### config.mk
export PLATFORM = sky130hd
export DESIGN_NAME = ptcalc_top_div_iter
export DESIGN_NICKNAME = d
export VERILOG_FILES = /design/src/rtl/ptcalc_pkg.sv /design/src/rtl/ptcalc_div_sat.sv /design/src/rtl/ptcalc_top_div_iter.sv
export SDC_FILE = /design/constraint.sdc
export NUM_CORES = 1
export LEC_CHECK = 0
export ABC_AREA = 1
export BUFFER_PORTS_ARGS = -buffer_cell sky130_fd_sc_hd__buf_2
export CORE_UTILIZATION = 43
export DETAILED_ROUTE_END_ITERATION = 8
export GPL_ROUTABILITY_DRIVEN = 0
export GPL_TIMING_DRIVEN = 1
export PLACE_DENSITY = 0.6
export RECOVER_POWER = 50
export SLEW_MARGIN = 5
export SYNTH_ARGS = -nofsm -noshare
export SYNTH_HDL_FRONTEND = slang
export SYNTH_SLANG_ARGS = --single-unit
### constraint.sdc
create_clock -name ap_clk -period 4.2 [get_ports ap_clk]
set_input_delay 0.84 -clock ap_clk [delete_from_list [all_inputs] [get_ports ap_clk]]
set_output_delay 0.84 -clock ap_clk [all_outputs]
set_load 0.005 [all_outputs]
### src/rtl/ptcalc_pkg.sv
// ptcalc shared definitions: datapath widths, divider FSM states, quotient saturation limits.
// Latency: n/a (constants and types only).
// Backpressure: n/a.
package ptcalc_pkg;

    localparam int DIVIDEND_W = 30;
    localparam int DIVISOR_W  = 15;
    localparam int QUOT_W     = 15;

    // Bit counter wide enough to hold DIVIDEND_W-1.
    localparam int CNT_W = $clog2(DIVIDEND_W);

    localparam logic [QUOT_W-1:0] QUOT_MAX = {1'b0, {(QUOT_W-1){1'b1}}};
    localparam logic [QUOT_W-1:0] QUOT_MIN = {1'b1, {(QUOT_W-1){1'b0}}};

    typedef enum logic [1:0] {
        IDLE = 2'd0,
        CALC = 2'd1,
        DONE = 2'd2
    } state_t;

endpackage

### src/rtl/ptcalc_div_sat.sv
// Sign-apply plus saturation of an unsigned magnitude to a narrower signed result.
// Latency: combinational.
// Backpressure: none (pure function of its inputs).
// Ports: mag_i (unsigned magnitude), neg_i (result is negative),
//        val_o (signed saturated value), ovf_o (saturation occurred).
module ptcalc_div_sat #(
    parameter int IN_W  = 30,
    parameter int OUT_W = 15
) (
    input  logic [IN_W-1:0]  mag_i,
    input  logic             neg_i,
    output logic [OUT_W-1:0] val_o,
    output logic             ovf_o
);

    // Largest magnitudes representable on each side of zero.
    localparam logic [IN_W-1:0] POS_LIM = IN_W'((64'd1 << (OUT_W-1)) - 64'd1);
    localparam logic [IN_W-1:0] NEG_LIM = IN_W'(64'd1 << (OUT_W-1));

    logic [OUT_W-1:0] mag_lo;

    always_comb begin
        mag_lo = mag_i[OUT_W-1:0];
        val_o  = '0;
        ovf_o  = 1'b0;
        if (neg_i) begin
            if (mag_i > NEG_LIM) begin
                val_o = {1'b1, {(OUT_W-1){1'b0}}};
                ovf_o = 1'b1;
            end else begin
                // Low-bit negation; exact because |mag| <= 2^(OUT_W-1) here.
                val_o = ~mag_lo + OUT_W'(1);
            end
        end else begin
            if (mag_i > POS_LIM) begin
                val_o = {1'b0, {(OUT_W-1){1'b1}}};
                ovf_o = 1'b1;
            end else begin
                val_o = mag_lo;
            end
        end
    end

endmodule

### src/rtl/ptcalc_top_div_iter.sv
// Iterative restoring signed divider (30b / 15b) with saturated quotient and exact remainder.
// Latency: 31 cycles from accept to out_valid (1 cycle on divide-by-zero); one op in flight.
// Backpressure: in_ready only in IDLE; result held stable in DONE until out_ready.
// Ports: ap_clk/ap_rst, in_valid/in_ready + dividend/divisor operands,
//        out_valid/out_ready + quotient/remainder/div_by_zero/overflow result.
module ptcalc_top_div_iter
    import ptcalc_pkg::*;
(
    input  logic                        ap_clk,
    input  logic                        ap_rst,
    input  logic                        in_valid,
    output logic                        in_ready,
    input  logic signed [DIVIDEND_W-1:0] dividend,
    input  logic signed [DIVISOR_W-1:0]  divisor,
    output logic                        out_valid,
    input  logic                        out_ready,
    output logic signed [QUOT_W-1:0]     quotient,
    output logic signed [DIVISOR_W-1:0]  remainder,
    output logic                        div_by_zero,
    output logic                        overflow
);

    state_t                state_q, state_d;
    // Dividend magnitude shifts out MSB-first; quotient bits shift in at the LSB.
    logic [DIVIDEND_W-1:0] dvd_q, dvd_d;
    logic [DIVISOR_W-1:0]  dvs_q, dvs_d;
    logic [DIVISOR_W-1:0]  rem_q, rem_d;
    logic [CNT_W-1:0]      cnt_q, cnt_d;
    logic                  q_neg_q, q_neg_d;
    logic                  r_neg_q, r_neg_d;
    logic [QUOT_W-1:0]     quot_q, quot_d;
    logic [DIVISOR_W-1:0]  rmd_q, rmd_d;
    logic                  dz_q, dz_d;
    logic                  ovf_q, ovf_d;

    // One restoring step. The working partial remainder is DIVISOR_W+1 bits;
    // the stored one fits DIVISOR_W bits since it is always below |divisor| <= 2^(DIVISOR_W-1).
    logic [DIVISOR_W:0]    shift;
    logic [DIVISOR_W:0]    diff;
    logic                  ge;
    logic [DIVISOR_W-1:0]  rem_nxt;
    logic [DIVIDEND_W-1:0] dvd_nxt;
    logic [QUOT_W-1:0]     sat_val;
    logic                  sat_ovf;

    always_comb begin
        shift   = {rem_q, dvd_q[DIVIDEND_W-1]};
        diff    = shift - {1'b0, dvs_q};
        // Borrow bit is a reliable sign: shift < 2^DIVISOR_W and dvs <= 2^(DIVISOR_W-1).
        ge      = ~diff[DIVISOR_W];
        rem_nxt = ge ? diff[DIVISOR_W-1:0] : shift[DIVISOR_W-1:0];
        dvd_nxt = {dvd_q[DIVIDEND_W-2:0], ge};
    end

    // Fed the final quotient magnitude so the result registers on entry to DONE.
    ptcalc_div_sat #(
        .IN_W  (DIVIDEND_W),
        .OUT_W (QUOT_W)
    ) u_sat (
        .mag_i (dvd_nxt),
        .neg_i (q_neg_q),
        .val_o (sat_val),
        .ovf_o (sat_ovf)
    );

    always_comb begin
        state_d = state_q;
        dvd_d   = dvd_q;
        dvs_d   = dvs_q;
        rem_d   = rem_q;
        cnt_d   = cnt_q;
        q_neg_d = q_neg_q;
        r_neg_d = r_neg_q;
        quot_d  = quot_q;
        rmd_d   = rmd_q;
        dz_d    = dz_q;
        ovf_d   = ovf_q;
        unique case (state_q)
            IDLE: begin
                if (in_valid) begin
                    if (divisor == '0) begin
                        quot_d  = dividend[DIVIDEND_W-1] ? QUOT_MIN : QUOT_MAX;
                        rmd_d   = '0;
                        dz_d    = 1'b1;
                        ovf_d   = 1'b0;
                        state_d = DONE;
                    end else begin
                        // Two's-complement negation yields the correct unsigned magnitude even for the most negative value.
                        dvd_d   = dividend[DIVIDEND_W-1] ? DIVIDEND_W'(-dividend) : DIVIDEND_W'(dividend);
                        dvs_d   = divisor[DIVISOR_W-1] ? DIVISOR_W'(-divisor) : DIVISOR_W'(divisor);
                        rem_d   = '0;
                        cnt_d   = CNT_W'(DIVIDEND_W-1);
                        q_neg_d = dividend[DIVIDEND_W-1] ^ divisor[DIVISOR_W-1];
                        r_neg_d = dividend[DIVIDEND_W-1];
                        state_d = CALC;
                    end
                end
            end
            CALC: begin
                dvd_d = dvd_nxt;
                rem_d = rem_nxt;
                cnt_d = cnt_q - CNT_W'(1);
                if (cnt_q == '0) begin
                    quot_d  = sat_val;
                    ovf_d   = sat_ovf;
                    dz_d    = 1'b0;
                    rmd_d   = r_neg_q ? (~rem_nxt + DIVISOR_W'(1)) : rem_nxt;
                    state_d = DONE;
                end
            end
            DONE: begin
                if (out_ready) begin
                    state_d = IDLE;
                end
            end
            default: state_d = IDLE;
        endcase
    end

    always_ff @(posedge ap_clk) begin
        if (ap_rst) begin
            state_q <= IDLE;
            dvd_q   <= '0;
            dvs_q   <= '0;
            rem_q   <= '0;
            cnt_q   <= '0;
            q_neg_q <= 1'b0;
            r_neg_q <= 1'b0;
            quot_q  <= '0;
            rmd_q   <= '0;
            dz_q    <= 1'b0;
            ovf_q   <= 1'b0;
        end else begin
            state_q <= state_d;
            dvd_q   <= dvd_d;
            dvs_q   <= dvs_d;
            rem_q   <= rem_d;
            cnt_q   <= cnt_d;
            q_neg_q <= q_neg_d;
            r_neg_q <= r_neg_d;
            quot_q  <= quot_d;
            rmd_q   <= rmd_d;
            dz_q    <= dz_d;
            ovf_q   <= ovf_d;
        end
    end

    assign in_ready    = (state_q == IDLE);
    assign out_valid   = (state_q == DONE);
    assign quotient    = quot_q;
    assign remainder   = rmd_q;
    assign div_by_zero = dz_q;
    assign overflow    = ovf_q;

endmodule

* Word level (Yosys, flattened, before mapping)
Cells that the tools add are included.
** Word-level totals
- Output and inout bits :: 34
- Bits in registers :: 101
- Input port bits :: 49
- Logic and storage cells :: 80
** Operators by class
- Reductions and logical operators :: 8
- Bitwise logic cells :: 5
- Equality and inequality tests :: 7
- Add/sub/neg operators :: 6
- Multiplexer cells :: 41
- Order comparisons :: 2
** Operators by type and width (count)
- $mux W15 :: 15
- $mux W30 :: 3
- $pmux W15 S2 :: 3
- $pmux W30 S2 :: 1
- $add A15 B1 Y15 const B :: 2
- $gt A30 B14 Y1 const B :: 1
- $gt A30 B15 Y1 const B :: 1
- $neg A30 Y30 :: 1
- $not A15 Y15 :: 2
- $sub A16 B15 Y16 :: 1
- $logic_not A15 Y1 :: 1
- $neg A15 Y15 :: 1
- $mux W5 :: 2
- $pmux W5 S2 :: 1
- $mux W1 :: 9
- $reduce_and A3 Y1 :: 3
- $mux W2 :: 4
- $ne A2 B2 Y1 const B :: 3
- $pmux W2 S3 :: 1
- $logic_not A5 Y1 :: 1
- $sub A5 B1 Y5 const B :: 1
- $ne A2 B1 Y1 const B :: 2
- $pmux W1 S2 :: 2
- $reduce_and A4 Y1 :: 1
- 6 further kinds :: 7

* Logic depth before layout (Yosys ltp)
- Word-level depth :: 8
- Mapped depth :: 22
- Gate-level depth less buffers :: 22

* Modules after synthesis
A second synthesis with hierarchy kept.
** Unflattened totals
- Cell total of the unflattened synthesis :: 1169
- Area total of the unflattened synthesis :: 7394.6 µm²
** By module, submodules not included
- ptcalc_top_div_iter :: cells each 1004, sequential area each 2021.9 µm², area an instance 6586.3 µm², times used 1
- ptcalc_div_sat :: cells each 165, sequential area each 0.0 µm², area an instance 808.3 µm², times used 1

* Worst setup path before layout
Ideal clock, no wire load.
- Kind :: reg2reg
- From :: register dvs_q[9]
- To :: register quot_q[12] (netlist: quotient[12])
- Stages on the path, launching flop included :: 20
- Arrival time :: 2868 ps
- Setup time :: 70 ps
- Path buffers :: 1
- Required time :: 4130 ps
- Period minus slack after synthesis :: 2939 ps
- Slack :: 1261 ps
- Cell sequence :: dfxtp_1 -> inv_1 -> ha_1 -> nand2_2 -> inv_2 -> nand2_1 -> nand2_1 -> a21oi_4 -> nand3_2 -> nand2_4 -> buf_12 -> ha_1 -> nor3b_1 -> nand3_1 -> nand3b_1 -> o21ai_0 -> nand4_1 -> nand3_1 -> nand2_1 -> a21oi_1
** On the way
- Longest elaborated chain between the ends :: 8
- Elaborated cells on any way between the ends :: 11
- Classes of those cells :: add/sub (2); order compare (2); mux (5); bitwise (2)
** RTL lines
- start: declaration :: RTL line ptcalc_top_div_iter.sv:26 : logic [DIVISOR_W-1:0] dvs_q, dvs_d;
- start signal: assignment :: RTL line ptcalc_top_div_iter.sv:136 : dvs_q <= dvs_d;
- $sub A16 B15 Y16 (*) :: RTL line ptcalc_top_div_iter.sv:48 : diff = shift - {1'b0, dvs_q};
- $not A1 Y1 (*) :: RTL line ptcalc_top_div_iter.sv:50 : ge = ~diff[DIVISOR_W];
- branches (longest 3 deep; another with $gt A30 B14 Y1)
- $mux W15 (*) :: RTL line ptcalc_div_sat.sv:26 : if (neg_i) begin
- $mux W15 (*) :: RTL line ptcalc_top_div_iter.sv:103 : if (cnt_q == '0) begin
- $pmux W15 S2 (*) :: RTL line ptcalc_top_div_iter.sv:78 : unique case (state_q)
- end signal: assignment :: RTL line ptcalc_top_div_iter.sv:141 : quot_q <= quot_d;
- end: declaration :: RTL line ptcalc_top_div_iter.sv:31 : logic [QUOT_W-1:0] quot_q, quot_d;
Mark *: on every way between the ends. The select of a mux whose other input is x is not followed.
A chain may end at the register's enable or synchronous reset.

* Final worst setup path
- From :: input divisor[0]
- To :: register dvd_q[25]
** On the way
- Longest elaborated chain between the ends :: 3
** RTL lines
- start: declaration :: RTL line ptcalc_top_div_iter.sv:14 : input logic signed [DIVISOR_W-1:0] divisor,
- $logic_not A15 Y1 :: RTL line ptcalc_top_div_iter.sv:81 : if (divisor == '0) begin
- $ne A2 B2 Y1 (no line)
- $reduce_and A3 Y1 (no line)
- end signal: assignment :: RTL line ptcalc_top_div_iter.sv:135 : dvd_q <= dvd_d;
- end: declaration :: RTL line ptcalc_top_div_iter.sv:25 : logic [DIVIDEND_W-1:0] dvd_q, dvd_d;
No other way between the ends.

==> out/results.txt <==
outcome - finished clean
Synth async-reset ratio - 0%
Worst EP arrival - 3660 ps
ANT cells - 0
critical path class - in2reg
Leakage - 3.61 nW
Tot Pwr - 3.42 mW
Top FF cell, synth - dfxtp_1
grt total ovfl - 0
Synthesized Nets - 1,193
total CTS buffers - 9
CP Launch Type - input port
Syn Area/Cell - 6.38 µm²
later-pin clock latency in the skew report - 350 ps
Cell variety after synth - 50
wirelength, routed - 20,100 µm
# setup viols final - 0
Seq/Total Area, Yosys - 28.2%
Post-synth EDFFs - 0
#FFs+latches synth - 101
initial antenna violation count - 0
Tcrit/Tclk final - 82.3%
core area - 0.0161 mm²
global-route wire length before repair - 32,300 µm
Final HPWL DP - 14,900 µm
Slowest-stage cell, CP - clkbuf_1
HP Start - remainder[11]$_SDFFE_PP0P_
Hold Vio Cnt, Final - 0
fmax - 0.289 GHz
GRT Overall Usage - 24.1%
drt pass-1 iters - 5
Avg WL per Cell - 14.3 µm
Worst-path clk slew - 70 ps
min cycle time layout - 3460 ps
Hold Buf Count CTS - 0
number of buffers added for setup after CTS - 0
critical path's largest stage delay - 860 ps
Initial Utilization - 44.6%
Max-Cap Viols - 0
Port Buffer Count - 82
worst hold path class - reg2reg
Clock Sinks - 101
num rows - 46
Die H - 131 µm
RR Startpoint - dvs_q[2]$_SDFFE_PP0P_
DP Cell Count - 1,387
# resized after CTS - 0
Cells after Synth - 1,122
yosys warns - 0
die area - 0.0172 mm²
# DRC - 0
DR vias/cell - 5.17
layout net count - 1,253
RSZ-0062 raised after global routing - false
Ports - 83
clk buf depth - 2
layout cells sized above 1 - 10.5%
Final Non-Filler Cells - 1,401
DR vias - 7,244
Worst Setup SP - divisor[0]
htree depth - 3
CTS tree - done
DRT antenna net count - 0
Pwr per Cell Area - 431 mW/mm²
fin. max-slew vios - 0
largest net degree at the start of global routing - 76
worst-path fanout max - 27
data required time of the critical path - 4400 ps
number of DRC markers in iteration 0 - 610
Chip Width - 131 µm
mapped cell area - 0.00716 mm²
Critical Path Most Common Cell - inv_1
vias in the first global route - 6,276
P&R area growth vs syn - 11.0%
clk root buf - clkbuf_16
Setup TNS Final - 0 ps
maximum VDD drop - 0.210 mV
Setup crit end kind - flip-flop
worst-margin pin slew - 1120 ps
Cell Chain, Critical Path - buf_2 > inv_1 > ha_1 > inv_1 > nor3_1 > inv_1 > nor2_1 > nand4_1 > o211ai_1 > clkbuf_1 > buf_4 > nor2_1 > o21ai_0 > a21oi_1
Rel. slew slack - 25.0%
skew final - 9.89 ps
state kept, by name, indices dropped and copies added (netlist names):
name and flops:
cnt_q 5, div_by_zero 1, dvd_q 30, dvs_q 15, overflow 1, q_neg_q 1, quotient 15, r_neg_q 1
rem_q 15, remainder 15, state_q 2
path summary, 6_finish.rpt:
kind                                endpoint  slack (ps)  cells past startpoint
setup / recovery      dvd_q[25]$_SDFFE_PP0P_         740                     14
hold / removal    remainder[11]$_SDFFE_PP0P_         460                      2
setup reg to reg   quotient[12]$_SDFFE_PP0P_         810                     17
hold reg to reg   remainder[11]$_SDFFE_PP0P_         460                      2
cell usage after synthesis (3+ instances only):
library cell  number  share of area [%]
nand4_1           23                2.0
xor2_1            33                4.0
or2_2              6               0.52
a22oi_1            4               0.42
nand3_2            4               0.56
nand2_4            8                1.3
inv_1            130                6.8
nor2_2             3               0.26
dfxtp_1          101                 28
a31oi_1           18                1.6
nor2_1           101                5.3
o211ai_2           4               0.70
nand3b_1           4               0.42
buf_2              6               0.42
nand2_1          295                 15
nand2_2           18                1.6
nor3_1            11               0.77
clkbuf_1          31                1.6
o21ai_0           57                4.0
nand3_1           78                5.5
o211ai_1          10                1.0
a221oi_1           3               0.37
clkinv_1           3               0.16
a21oi_1           97                6.8
xnor2_1           12                1.5
o221ai_1           3               0.37
ha_1              21                3.7
nor4_1             6               0.52
buf_1              3               0.16
o21ai_1            3               0.21
logic make-up after synthesis:
group	after synthesis	synth area share (%)
xor+xnor	45	5.50
mux	1	0.140
simple gates	567	35.6
buf+inv	177	9.72
fa+ha+maj	22	3.95
compound gates	209	16.8
flops	101	28.2
routing by layer:
layer  up-vias  track usage (%)  wire (µm)
met3        18             3.05        818
met5         -                0          0
met2       171             36.3       8460
li1       3780                -          -
met1      3275             36.2      10600
met4         0             5.54        246
stage by stage:
stage / util (%) / cell area [µm²] / setup slack (ps) / hold WS (ps)
final: 49.5 / 7950 / 744 / 464
after global routing: 49.5 / 7950 / 386 / 479
after CTS: 49.8 / 8000 / 814 / 463
after detailed placement: 48.1 / 7730 / 822 / 453
after global placement: 48.1 / 7730 / 931 / 450
after floorplan: - / 7160 / 1260 / 432
cell usage in the layout, fill, tap and decap left out, types with 11 or more instances in the layout:
cell type / instances
o21ai_0: 58
a31oi_1: 18
nor2_1: 100
dfxtp_1: 101
nand2_2: 18
xnor2_1: 12
ha_1: 21
nand3_1: 78
clkbuf_1: 34
xor2_1: 33
nor3_1: 11
buf_2: 50
nand2_1: 295
inv_1: 130
nand4_1: 23
a21oi_1: 97
power breakdown:
part | internal [mW] | switching [mW] | leakage, nW
combinational | 0.500 | 0.996 | 2.66
sequential | 1.06 | 0.0831 | 0.826
clock | 0.414 | 0.376 | 0.124
total | 1.97 | 1.45 | 3.61
worst max-delay path, delay by kind of cell:
kind	cells	cell delay (ps)
fa+ha+maj	1	150
simple gates	4	630
buf+inv	6	1610
compound gates	3	420
layout make-up:
class	count	area [µm²]
clock buffers	11	243
repair buffers	91	429
fillers	1686	8110
flip-flops and latches	101	2020
well taps	216	270
multi-input cells	844	4450
clock inverters	3	23.8
inverters	135	507
Note: power is estimated with default switching activity, not from simulation.
